**config.mk**
```make
export PLATFORM = sky130hd
export DESIGN_NAME = bfmac_seq_ctrl
export DESIGN_NICKNAME = d
export VERILOG_FILES = /design/src/rtl/bfmac_pkg.sv /design/src/rtl/bfmac_sft_sel.sv /design/src/rtl/bfmac_seq_ctrl.sv
export SDC_FILE = /design/constraint.sdc
export NUM_CORES = 1
export LEC_CHECK = 0
export CAP_MARGIN = 25
export CORE_MARGIN = 3
export CORE_UTILIZATION = 50
export DETAILED_ROUTE_END_ITERATION = 8
export GPL_ROUTABILITY_DRIVEN = 0
export PLACE_DENSITY = 0.79
export SLEW_MARGIN = 15
export SYNTH_ARGS = -nofsm -noshare
export SYNTH_HDL_FRONTEND = slang
export SYNTH_SLANG_ARGS = --single-unit
export TNS_END_PERCENT = 10
```
**constraint.sdc**
```tcl
create_clock -name clk -period 12.6 [get_ports clk]
set_input_delay 1.26 -clock clk [delete_from_list [all_inputs] [get_ports clk]]
set_output_delay 1.26 -clock clk [all_outputs]
set_load 0.005 [all_outputs]
```
**src/rtl/bfmac_pkg.sv**
```systemverilog
// Shared encodings for the bit-fusion MAC job sequencer: job modes, shift
// codes, fused-8x8 shift words and the sequencer state enum.
package bfmac_pkg;

  typedef enum logic [1:0] {
    MODE_FUSED8 = 2'd0,
    MODE_RAW    = 2'd1,
    MODE_USER   = 2'd2,
    MODE_RSVD   = 2'd3
  } mode_e;

  // Per-block shift codes packed into the sft0/sft1 words.
  typedef enum logic [1:0] {
    SFT_NONE = 2'b00,
    SFT_SH2  = 2'b01,
    SFT_SH4  = 2'b10,
    SFT_SH8  = 2'b11
  } sft_code_e;

  localparam logic [19:0] SFT0_FUSED8 = 20'h86666;
  localparam logic [19:0] SFT1_FUSED8 = 20'hE8888;

  typedef enum logic [2:0] {
    S_IDLE   = 3'd0,
    S_START  = 3'd1,
    S_RUN    = 3'd2,
    S_DRAIN1 = 3'd3,
    S_DRAIN2 = 3'd4,
    S_DONE   = 3'd5
  } state_e;

  function automatic logic [19:0] sft_fill(input logic [1:0] code);
    return {10{code}};
  endfunction

endpackage

```
**src/rtl/bfmac_sft_sel.sv**
```systemverilog
// Maps the latched job mode and user words onto the tile's sft0/sft1 pair.
module bfmac_sft_sel
  import bfmac_pkg::*;
(
  input  mode_e       mode,
  input  logic [19:0] cfg_sft0,
  input  logic [19:0] cfg_sft1,
  output logic [19:0] sft0,
  output logic [19:0] sft1
);

  // Reserved mode falls back to the all-zero (RAW) shift pattern.
  always_comb begin
    sft0 = sft_fill(SFT_NONE);
    sft1 = sft_fill(SFT_NONE);
    case (mode)
      MODE_FUSED8: begin
        sft0 = SFT0_FUSED8;
        sft1 = SFT1_FUSED8;
      end
      MODE_USER: begin
        sft0 = cfg_sft0;
        sft1 = cfg_sft1;
      end
      MODE_RAW: begin
        sft0 = sft_fill(SFT_NONE);
        sft1 = sft_fill(SFT_NONE);
      end
      default: begin
        sft0 = sft_fill(SFT_NONE);
        sft1 = sft_fill(SFT_NONE);
      end
    endcase
  end

endmodule

```
**src/rtl/bfmac_seq_ctrl.sv**
```systemverilog
// Job sequencer for one bit-fusion MAC tile: streams K operand pairs, drains the
// accumulator pipeline and returns the accumulator delta as the job result.
module bfmac_seq_ctrl
  import bfmac_pkg::*;
#(
  parameter int ACC_W = 20,
  parameter int CNT_W = 16
) (
  input  logic             clk,
  input  logic             rst,
  input  logic             job_valid,
  output logic             job_ready,
  input  logic [CNT_W-1:0] job_len,
  input  logic [1:0]       job_mode,
  input  logic [19:0]      cfg_sft0,
  input  logic [19:0]      cfg_sft1,
  input  logic             abort,
  input  logic             op_valid,
  output logic             op_ready,
  input  logic [7:0]       op_a,
  input  logic [7:0]       op_b,
  output logic [7:0]       mac_in1,
  output logic [7:0]       mac_in2,
  output logic [19:0]      mac_sft0,
  output logic [19:0]      mac_sft1,
  input  logic [ACC_W-1:0] mac_acc,
  output logic             res_valid,
  input  logic             res_ready,
  output logic [ACC_W-1:0] res_data,
  output logic             res_abort
);

  state_e           state_r;
  state_e           state_nxt_s;
  logic [CNT_W-1:0] len_r;
  logic [CNT_W-1:0] cnt_r;
  mode_e            mode_r;
  logic [19:0]      usr_sft0_r;
  logic [19:0]      usr_sft1_r;
  logic [19:0]      sel_sft0_s;
  logic [19:0]      sel_sft1_s;
  logic [ACC_W-1:0] base_r;
  logic             abort_r;
  logic             accept_s;

  bfmac_sft_sel u_sft_sel (
    .mode     (mode_r),
    .cfg_sft0 (usr_sft0_r),
    .cfg_sft1 (usr_sft1_r),
    .sft0     (sel_sft0_s),
    .sft1     (sel_sft1_s)
  );

  assign accept_s = op_valid & op_ready;

  // State register.
  always_ff @(posedge clk or posedge rst) begin
    if (rst) begin
      state_r <= S_IDLE;
    end else begin
      state_r <= state_nxt_s;
    end
  end

  // Next-state and handshake decode; abort wins over a presented operand.
  always_comb begin
    state_nxt_s = state_r;
    job_ready   = 1'b0;
    op_ready    = 1'b0;
    case (state_r)
      S_IDLE: begin
        job_ready = 1'b1;
        if (job_valid) state_nxt_s = S_START;
        else           state_nxt_s = S_IDLE;
      end
      S_START: begin
        if (len_r == {CNT_W{1'b0}}) state_nxt_s = S_DRAIN1;
        else                        state_nxt_s = S_RUN;
      end
      S_RUN: begin
        op_ready = ~abort;
        if (abort)
          state_nxt_s = S_DRAIN1;
        else if (op_valid && ((cnt_r + CNT_W'(1)) == len_r))
          state_nxt_s = S_DRAIN1;
        else
          state_nxt_s = S_RUN;
      end
      S_DRAIN1: state_nxt_s = S_DRAIN2;
      S_DRAIN2: state_nxt_s = S_DONE;
      S_DONE: begin
        if (res_ready) state_nxt_s = S_IDLE;
        else           state_nxt_s = S_DONE;
      end
      default: state_nxt_s = S_IDLE;
    endcase
  end

  // Job latch, operand pipeline, base snapshot and result registers.
  always_ff @(posedge clk or posedge rst) begin
    if (rst) begin
      len_r      <= {CNT_W{1'b0}};
      cnt_r      <= {CNT_W{1'b0}};
      mode_r     <= MODE_FUSED8;
      usr_sft0_r <= 20'h00000;
      usr_sft1_r <= 20'h00000;
      base_r     <= {ACC_W{1'b0}};
      abort_r    <= 1'b0;
      mac_in1    <= 8'h00;
      mac_in2    <= 8'h00;
      mac_sft0   <= 20'h00000;
      mac_sft1   <= 20'h00000;
      res_valid  <= 1'b0;
      res_data   <= {ACC_W{1'b0}};
      res_abort  <= 1'b0;
    end else begin
      if (accept_s) begin
        mac_in1 <= op_a;
        mac_in2 <= op_b;
      end else begin
        mac_in1 <= 8'h00;
        mac_in2 <= 8'h00;
      end
      case (state_r)
        S_IDLE: begin
          if (job_valid) begin
            len_r   <= job_len;
            mode_r  <= mode_e'(job_mode);
            abort_r <= 1'b0;
            if (mode_e'(job_mode) == MODE_USER) begin
              usr_sft0_r <= cfg_sft0;
              usr_sft1_r <= cfg_sft1;
            end
          end
        end
        S_START: begin
          mac_sft0 <= sel_sft0_s;
          mac_sft1 <= sel_sft1_s;
          base_r   <= mac_acc;
          cnt_r    <= {CNT_W{1'b0}};
        end
        S_RUN: begin
          if (accept_s) cnt_r <= cnt_r + CNT_W'(1);
          if (abort)    abort_r <= 1'b1;
        end
        S_DRAIN2: begin
          res_data  <= mac_acc - base_r;
          res_abort <= abort_r;
          res_valid <= 1'b1;
        end
        S_DONE: begin
          if (res_ready) res_valid <= 1'b0;
        end
        default: begin
        end
      endcase
    end
  end

endmodule

```
== Word level (Yosys, flattened, before mapping) ==
Cells that the tools add are included.

* Add/subtract/negate cells: 2
* Multiply operators: 0
* Div/mod/pow operators: 0
* $lt $le $gt $ge: 0
* Equality and inequality tests: 12
* Shift operators: 0
* Multiplexer cells: 19
* Bitwise operators: 2
* Reduce and logical (&&, ||, !) cells: 12

{| class="wikitable"
|+ Operators by type and width
! cell !! count
|-
| $pmux 20 s2 || 2
|-
| $pmux 16 s2 || 1
|-
| $sub 20x20->20 || 1
|-
| $pmux 3 s6 || 1
|-
| $add 16x1->16 const B || 1
|-
| $eq 16x16->1 || 1
|-
| $logic_not 16->1 || 1
|-
| $mux 16 || 1
|-
| $mux 8 || 2
|-
| $mux 1 || 9
|-
| $ne 2x2->1 const B || 4
|-
| $eq 3x2->1 const B || 2
|-
| $eq 3x3->1 const B || 2
|-
| $reduce_and 2->1 || 3
|-
| $reduce_and 3->1 || 2
|-
| $reduce_bool 2->1 || 3
|-
| $eq 2x2->1 const B || 2
|-
| $pmux 1 s2 || 2
|-
| $eq 3x1->1 const B || 1
|-
| $logic_not 3->1 || 1
|-
| $mux 3 || 1
|-
| $logic_not 2->1 || 1
|-
| $and 1x1->1 || 1
|-
| $logic_and 1x1->1 || 1
|-
| $not 1->1 || 1
|}

* Bits in registers: 176
* Latch bits: 0
* RAM bits: 0
* Memory bits (read-only): 0
* Bits of input ports: 100
* Output and inout port bits: 80
* Logic and storage cells: 62
* Memories: 0

== Longest topological paths before layout ==
Gate-level depths: netlist (run 1).

* Word-level depth: 6
* Gate-level depth with buffers: 10
* Mapped depth without buffers: 10

== Hierarchy ==
From an unflattened synthesis (run 1), not the netlist that was laid out.

* Cell total of the unflattened synthesis: 805
* Area, all modules: 8638.3 sq um

{| class="wikitable"
|+ By module, submodules not included
! module !! times used !! cells an instance !! area an instance (sq um) !! seq. area each (sq um)
|-
| bfmac_seq_ctrl || 1 || 742 || 8289.2 || 4404.2
|-
| bfmac_sft_sel || 1 || 63 || 349.1 || 0.0
|}

== Least setup slack after synthesis (run 1) ==
OpenSTA, ideal clock, no wires.

* Kind: input to register
* Start: input port mac_acc[0]
* End: register res_data[16]
* Library setup time: 0.069 ns
* Arrival: 3.183 ns
* Required time: 12.531 ns
* Setup slack: 9.348 ns
* Cell stages on the path: 10
* Buffers on the path: 0
* Path through: inv_1 ha_1 fa_1 nor2b_1 o21a_1 o21ai_1 a21oi_1 a21oi_1 or4_1 nand3_1

* Word-level cells in the longest chain between the ends: 1

{| class="wikitable"
|+ Ends and longest elaborated chain
! item !! line !! RTL
|-
| start, declared || bfmac_seq_ctrl.sv:26 || <nowiki>input logic [ACC_W-1:0] mac_acc,</nowiki>
|-
| $sub 20x20->20 || bfmac_seq_ctrl.sv:147 || <nowiki>res_data <= mac_acc - base_r;</nowiki>
|-
| end signal, assigned || bfmac_seq_ctrl.sv:114 || <nowiki>res_data <= {ACC_W{1'b0}};</nowiki>
|-
| end signal, assigned || bfmac_seq_ctrl.sv:147 ||
|-
| end, declared || bfmac_seq_ctrl.sv:29 || <nowiki>output logic [ACC_W-1:0] res_data,</nowiki>
|}

No other way between the ends.
A chain may end at the register's enable or synchronous reset.

== Worst setup path in the final report (run 1) ==
* Start: input port abort
* End: output port op_ready

* Word-level cells in the longest chain between the ends: 2

{| class="wikitable"
|+ Ends and longest elaborated chain
! item !! line !! RTL
|-
| start, declared || bfmac_seq_ctrl.sv:17 || <nowiki>input logic abort,</nowiki>
|-
| $not 1->1 || bfmac_seq_ctrl.sv:81 || <nowiki>op_ready = ~abort;</nowiki>
|-
| $mux 1 || bfmac_seq_ctrl.sv:70 || <nowiki>case (state_r)</nowiki>
|-
| end, declared || bfmac_seq_ctrl.sv:19 || <nowiki>output logic op_ready,</nowiki>
|}

No other way between the ends.

==> results by group, run 1 <==
Placed design
  • DPL Wire Length: 13100 µm
  • Port Buffers: ~180
  • Placed insts: ~1.2k

Floorplan
  • Chip Width: 135 µm
  • Number of cell rows: 46
  • Core area: ~16000 µm²
  • Top-level port count: between 150 and 200
  • Die Span Y: approximately 130 µm
  • Initial core utilization: approximately half
  • Die ar.: between 15000 and 20000 µm²

Global route
  • Grt total ovfl: 0
  • Gr usage total: 21.1%
  • First-pass GRT wire length: approximately 31000 µm
  • Initial antenna violation count: 0
  • Vias in the first global route: between 6k and 7k
  • Largest net degree at the start of global routing: just under 100

Logic synthesis
  • Synth Register Bits: roughly 180
  • Post-synth ARST share: between 90% and 100%
  • Post-synthesis sequential area ratio: 52.9%
  • Area leader, netlist: dfrtp_1
  • Syn avg cell area: between 10 and 15 µm²
  • Synth warnings: 0
  • Post-synth cell types: 54
  • Number of synthesized flops with an enable pin: 0
  • Syn nets: just over 900
  • Dominant synthesized flop cell: dfrtp_1
  • Gate count of the mapped netlist: just under 800
  • Syn Std Cell Area: 8320 µm²
  • Largest cells by area after synthesis: dfrtp_1 (53%), mux2_2 (10%), nand2_1 (5.6%)
  • Top cell type's share of synthesized area: 52.9%

Cells and area
  • Layout Nets: roughly 1.1k
  • Register Area: between 4000 and 5000 µm²
  • Multi-input gate area: between 3000 and 4000 µm²
  • Layout cells sized above 1: between 10% and 20%
  • Area Overhead vs Synth: 30.4%
  • Finished Layout Cells: about 1.2k
  • Diodes inserted: 0
  • Commonest non-fill, non-tap cell in the layout: clkdlybuf4s50_1
  • Fillers: between 1k and 1.5k
  • Most frequent cells in the layout: clkdlybuf4s50_1 (179), dfrtp_1 (176), nand2_1 (123), o21ai_0 (79), mux2_2 (74)

Critical path
  • Crit path DAT: 2.40 ns
  • CP endpoint kind: output pin
  • WS Path Type: input pin to output pin
  • Startpoint Class: input pin
  • Peak fanout along the critical path: 5
  • Required @ worst endpoint: 11.34 ns

STA
  • Fin Setup TNS: 0 ns
  • Fmax: 0.273 GHz
  • Endpoints failing hold: 0
  • Period utilization: around 29%
  • Relative slew slack: a little over two fifths
  • Final Max Slew Viols: 0
  • Final setup fails: 0
  • Clock Skew: ~0.0095 ns
  • Min Tclk post-route: 3.66 ns
  • Worst-Margin Slew: between 0.8 and 0.9 ns
  • RSZ-0062 raised after global routing: false

Power
  • P per Cell Area: ~220 nW/µm²
  • Peak supply drop: roughly 110 µV
  • P_leak: roughly 4.7 nW

Clock tree
  • Clock root buffer: clkbuf_16
  • Max Root-Sink Buffers: 2
  • Total setup buffers inserted after CTS: 0
  • CTS tree: built
  • Reg clk slew, reported paths: 0.06 ns
  • Post-CTS resize count: 0
  • CTS hold repair buffers: 0
  • Htree depth: 4
  • Clock Sinks: 176
  • Skew-Pair Late Insertion Delay: ~0.43 ns
  • CTS Buf Count: 17

Drt
  • Drt total wl: around 19000 µm
  • Residual DRC: 0
  • Met1 WL: about 8000 µm
  • ANT nets after route: 0
  • TritonRoute pass-1 iters: 5
  • Uppermost layer routed: met4
  • WL met2: just under 9000 µm
  • Vias/cell: around 5.4
  • Met3 wire length: between 1500 and 2000 µm
  • Routed len/inst: about 16 µm
  • DR iter-0 viols: 455
  • Detailed-route via count: about 6.3k

Run status
  • Status: finished clean

Job
  • Max-Cap Viols: 0

Worst hold path
  • Hold crit path type: register to register
[area by class of cell]
cell class / instances / share of cell area [%]
inverters: 26 / 0.946
multi-input cells: 548 / 33.5
clock inverters: 8 / 0.761
repair buffers: 186 / 17.3
well taps: 216 / 2.49
flip-flops and latches: 176 / 40.6
clock buffers: 22 / 4.46
[critical path, cell delays in order]
cell and delay (ns):
clkdlybuf4s50_1 0.50, nor2_1 0.13, clkdlybuf4s50_1 0.50
[kinds of logic after synthesis]
group,share of synthesized area (%)
adders and majority gates,3.25
buffers and inverters,3.47
xor gates and xnor gates,4.00
muxes,10.0
DFF,52.9
AOI/OAI and AO/OA,11.8
and+or+nand+nor,14.5
[synthesized netlist by cell type, types with 3 or more instances]
cell type	instances
nor2b_1	22
o41ai_1	3
ha_1	20
a211oi_1	4
and4_1	4
o21ai_0	79
o31ai_1	20
a31oi_1	5
inv_1	26
nor3_1	7
o2111ai_1	3
buf_2	3
and2_1	17
dfrtp_1	176
clkbuf_1	35
mux2_2	74
buf_1	6
o21ai_1	3
nand2b_1	5
xnor2_1	23
nand4_1	5
xor2_1	15
nand2_1	123
a21o_1	8
a21oi_1	28
nor4_1	5
nand3b_1	5
nor2_1	24
nand3_1	14
[flip-flops by register name (all words and copies together) (netlist names)]
register and cells:
abort_r 1, base_r 20, cnt_r 16, len_r 16
mac_in1 8, mac_in2 8, mac_sft0 20, mac_sft1 20
mode_r 2, res_abort 1, res_data 20, res_valid 1
state_r 3, usr_sft0_r 20, usr_sft1_r 20
[through the flow]
step	power (mW)	hold slack, ns	worst slack, ns	utilization [%]	instance area, µm²
3_3_place_gp	1.82	0.459	8.37	63.7	10200
2_1_floorplan	1.51	0.454	6.57	-	8320
6_report	2.36	0.478	8.94	67.5	10800
4_1_cts	2.37	0.483	8.79	67.3	10800
5_1_grt	2.53	0.506	8.87	67.5	10800
3_5_place_dp	1.86	0.469	8.35	63.7	10200
[final timing paths]
check / startpoint / endpoint / slack, ns / cells after the start
worst max register to register: state_r[2] / usr_sft1_r[1] / 9.94 / 6
worst max-delay path: abort / op_ready / 8.94 / 3
worst min-delay path: mac_sft0[13] / mac_sft0[13] / 0.48 / 2
max in group asynchronous: rst / mac_in1[3] / 9.95 / 4
worst min register to register: mac_sft0[13] / mac_sft0[13] / 0.48 / 2
min in group asynchronous: rst / usr_sft0_r[8] / 1.39 / 2
[routing by layer]
| layer | GRT usage, % | vias up |
|---|---|---|
| met4 | 6.49 | 0 |
| met3 | 7.71 | 22 |
| met5 | 0 | - |
| li1 | - | 3061 |
| met2 | 34.0 | 197 |
| met1 | 26.6 | 3049 |
[power breakdown]
group,internal [mW],total (mW),switching [mW]
sequential,0.774,0.928,0.154
clock,0.291,0.504,0.213
combinational,0.491,0.926,0.435
Power figures use the tool's default switching activity.
==> run 2: changes to the inputs <==
--- a/config.mk
+++ b/config.mk
@@ -7,10 +7,10 @@
 export LEC_CHECK = 0
 export CAP_MARGIN = 25
 export CORE_MARGIN = 3
-export CORE_UTILIZATION = 50
+export CORE_UTILIZATION = 46
 export DETAILED_ROUTE_END_ITERATION = 8
 export GPL_ROUTABILITY_DRIVEN = 0
-export PLACE_DENSITY = 0.79
+export PLACE_DENSITY = 0.76
 export SLEW_MARGIN = 15
 export SYNTH_ARGS = -nofsm -noshare
 export SYNTH_HDL_FRONTEND = slang
==> constraint.sdc (replaced) <==
create_clock -name clk -period 3 [get_ports clk]
set_input_delay 0.3 -clock clk [delete_from_list [all_inputs] [get_ports clk]]
set_output_delay 0.3 -clock clk [all_outputs]
set_load 0.005 [all_outputs]
==> results by group, run 2 (synthesis results as in run 1) <==
Critical path
  • Peak fanout along the critical path: 7
  • Required @ worst endpoint: around 3.4 ns
  • R2R Path Start: cnt_r[0]
  • Reg2Reg Depth: 8
  • WS Path Type: register to register
  • Reg2reg end: state_r[0]
  • Startpoint Class: register
  • R2R setup slack: roughly 0.53 ns
  • CP endpoint kind: register
  • Crit path DAT: around 2.8 ns

STA
  • Fmax: between 0.4 and 0.5 GHz
  • Worst-Margin Slew: 0.761 ns
  • RSZ-0062 raised after global routing: false
  • Final setup fails: 0
  • Final Max Slew Viols: 0
  • Min Tclk post-route: around 2.5 ns
  • Relative slew slack: 49.3%
  • Endpoints failing hold: 0
  • Period utilization: 82.2%
  • Fin Setup TNS: 0 ns
  • Fin worst setup slack: approximately 0.53 ns
  • Clock Skew: about 0.0089 ns

Placed design
  • Place WS: a little over 0.2 ns
  • Placed insts: around 1.2k
  • Port Buffers: between 150 and 200
  • DPL Wire Length: about 13000 µm

Clock tree
  • Skew-Pair Late Insertion Delay: around 0.43 ns
  • Clock Sinks: ~180
  • Post-CTS resize count: 0
  • Total setup buffers inserted after CTS: 0
  • CTS tree: built
  • CTS hold repair buffers: 0
  • CTS Buf Count: 17
  • Reg clk slew, reported paths: roughly 0.070 ns
  • Htree depth: 4
  • Clock root buffer: clkbuf_16
  • Max Root-Sink Buffers: 2

Global route
  • Grt total ovfl: 0
  • Largest net degree at the start of global routing: 66
  • First-pass GRT wire length: 31700 µm
  • Vias in the first global route: 6215
  • Initial antenna violation count: 0
  • Gr usage total: about a fifth

Cells and area
  • Most frequent cells in the layout: clkdlybuf4s50_1 (179), dfrtp_1 (176), nand2_1 (123), o21ai_0 (79), mux2_2 (74)
  • Diodes inserted: 0
  • Layout Nets: approximately 1.1k
  • Layout cells sized above 1: 13.4%
  • Finished Layout Cells: 1198
  • Area Overhead vs Synth: 31.3%
  • Commonest non-fill, non-tap cell in the layout: clkdlybuf4s50_1
  • Final core utilization: 62.5%

Run status
  • Status: finished clean

Drt
  • Residual DRC: 0
  • ANT nets after route: 0
  • DR iter-0 viols: about 360
  • Drt total wl: roughly 19000 µm
  • Detailed-route via count: about 6.3k
  • Routed len/inst: between 15 and 20 µm
  • Vias/cell: between 5 and 6
  • TritonRoute pass-1 iters: 4

Job
  • Max-Cap Viols: 0

Floorplan
  • Core area: 17500 µm²
  • Top-level port count: 180
  • Die ar.: around 20000 µm²
  • Chip Width: 140 µm
  • Initial core utilization: approximately 48%
  • Die Span Y: ~140 µm
  • Number of cell rows: 48

Worst hold path
  • Hold crit path type: input pin to async pin

Power
  • Peak supply drop: approximately 440 µV
  • P per Cell Area: around 900 nW/µm²
  • Power Total: about 10 mW
  • P_leak: ~4.8 nW
## run 2: cell count changes in the layout (fill, tap and decap cells not counted)
cell	before	now
buf_8	1	0
clkbuf_1	1	0
bufinv_16	1	2
inv_6	1	5
clkinvlp_4	4	2
clkbuf_8	4	1
buf_16	1	0
inv_8	0	3
buf_4	5	11
buf_12	0	1
## run 2: layout make-up
type,instances,area [µm²]
Fill cell,1452,6560
Sequential cell,176,4400
Multi-Input combinational cell,548,3630
Timing Repair Buffer,191,1890
Clock buffer,18,439
Tap cell,225,282
Clock inverter,14,168
Inverter,26,101
## run 2: critical path, cell delays in order, from the launching register on
cell	delay, ns
dfrtp_1	0.45
ha_1	0.30
nand3_1	0.22
nor2_2	0.33
xnor2_1	0.18
nand2_1	0.07
o22a_1	0.19
or4_1	0.49
o21ai_1	0.17
## run 2: worst max path at each step
stage,from,endpoint,slack [ns],depth (start not counted)
6_report,cnt_r[0],state_r[0],0.53,8
5_1_grt,cnt_r[0],state_r[0],0.40,8
4_1_cts,cnt_r[0],state_r[0],0.53,8
3_5_place_dp,mac_acc[0],res_data[16],0.20,11
3_3_place_gp,mac_acc[0],res_data[16],0.24,11
2_1_floorplan,rst,abort_r,0.45,1
## run 2: power by group
| part | switching (mW) | leakage, nW | internal [mW] |
|---|---|---|---|
| sequential | 0.645 | 2.23 | 3.25 |
| combinational | 1.80 | 2.23 | 2.08 |
| clock | 0.991 | 0.298 | 1.28 |
| total | 3.44 | 4.76 | 6.61 |
## run 2: metal layers
metal	vias up	wire length [µm]	track usage [%]	share of wire [%]
met5	-	0	0	0
met4	0	170	4.95	0.91
met3	14	1650	7.95	8.8
met2	172	8580	29.8	46
met1	3025	8330	26.5	44
li1	3073	-	-	-
## run 2: per-stage QoR
stage	area [µm²]	hold WS, ns
floorplan	8320	0.417
global placement	10300	0.459
detailed placement	10300	0.465
CTS	10900	0.326
global route	10900	0.362
finish	10900	0.321
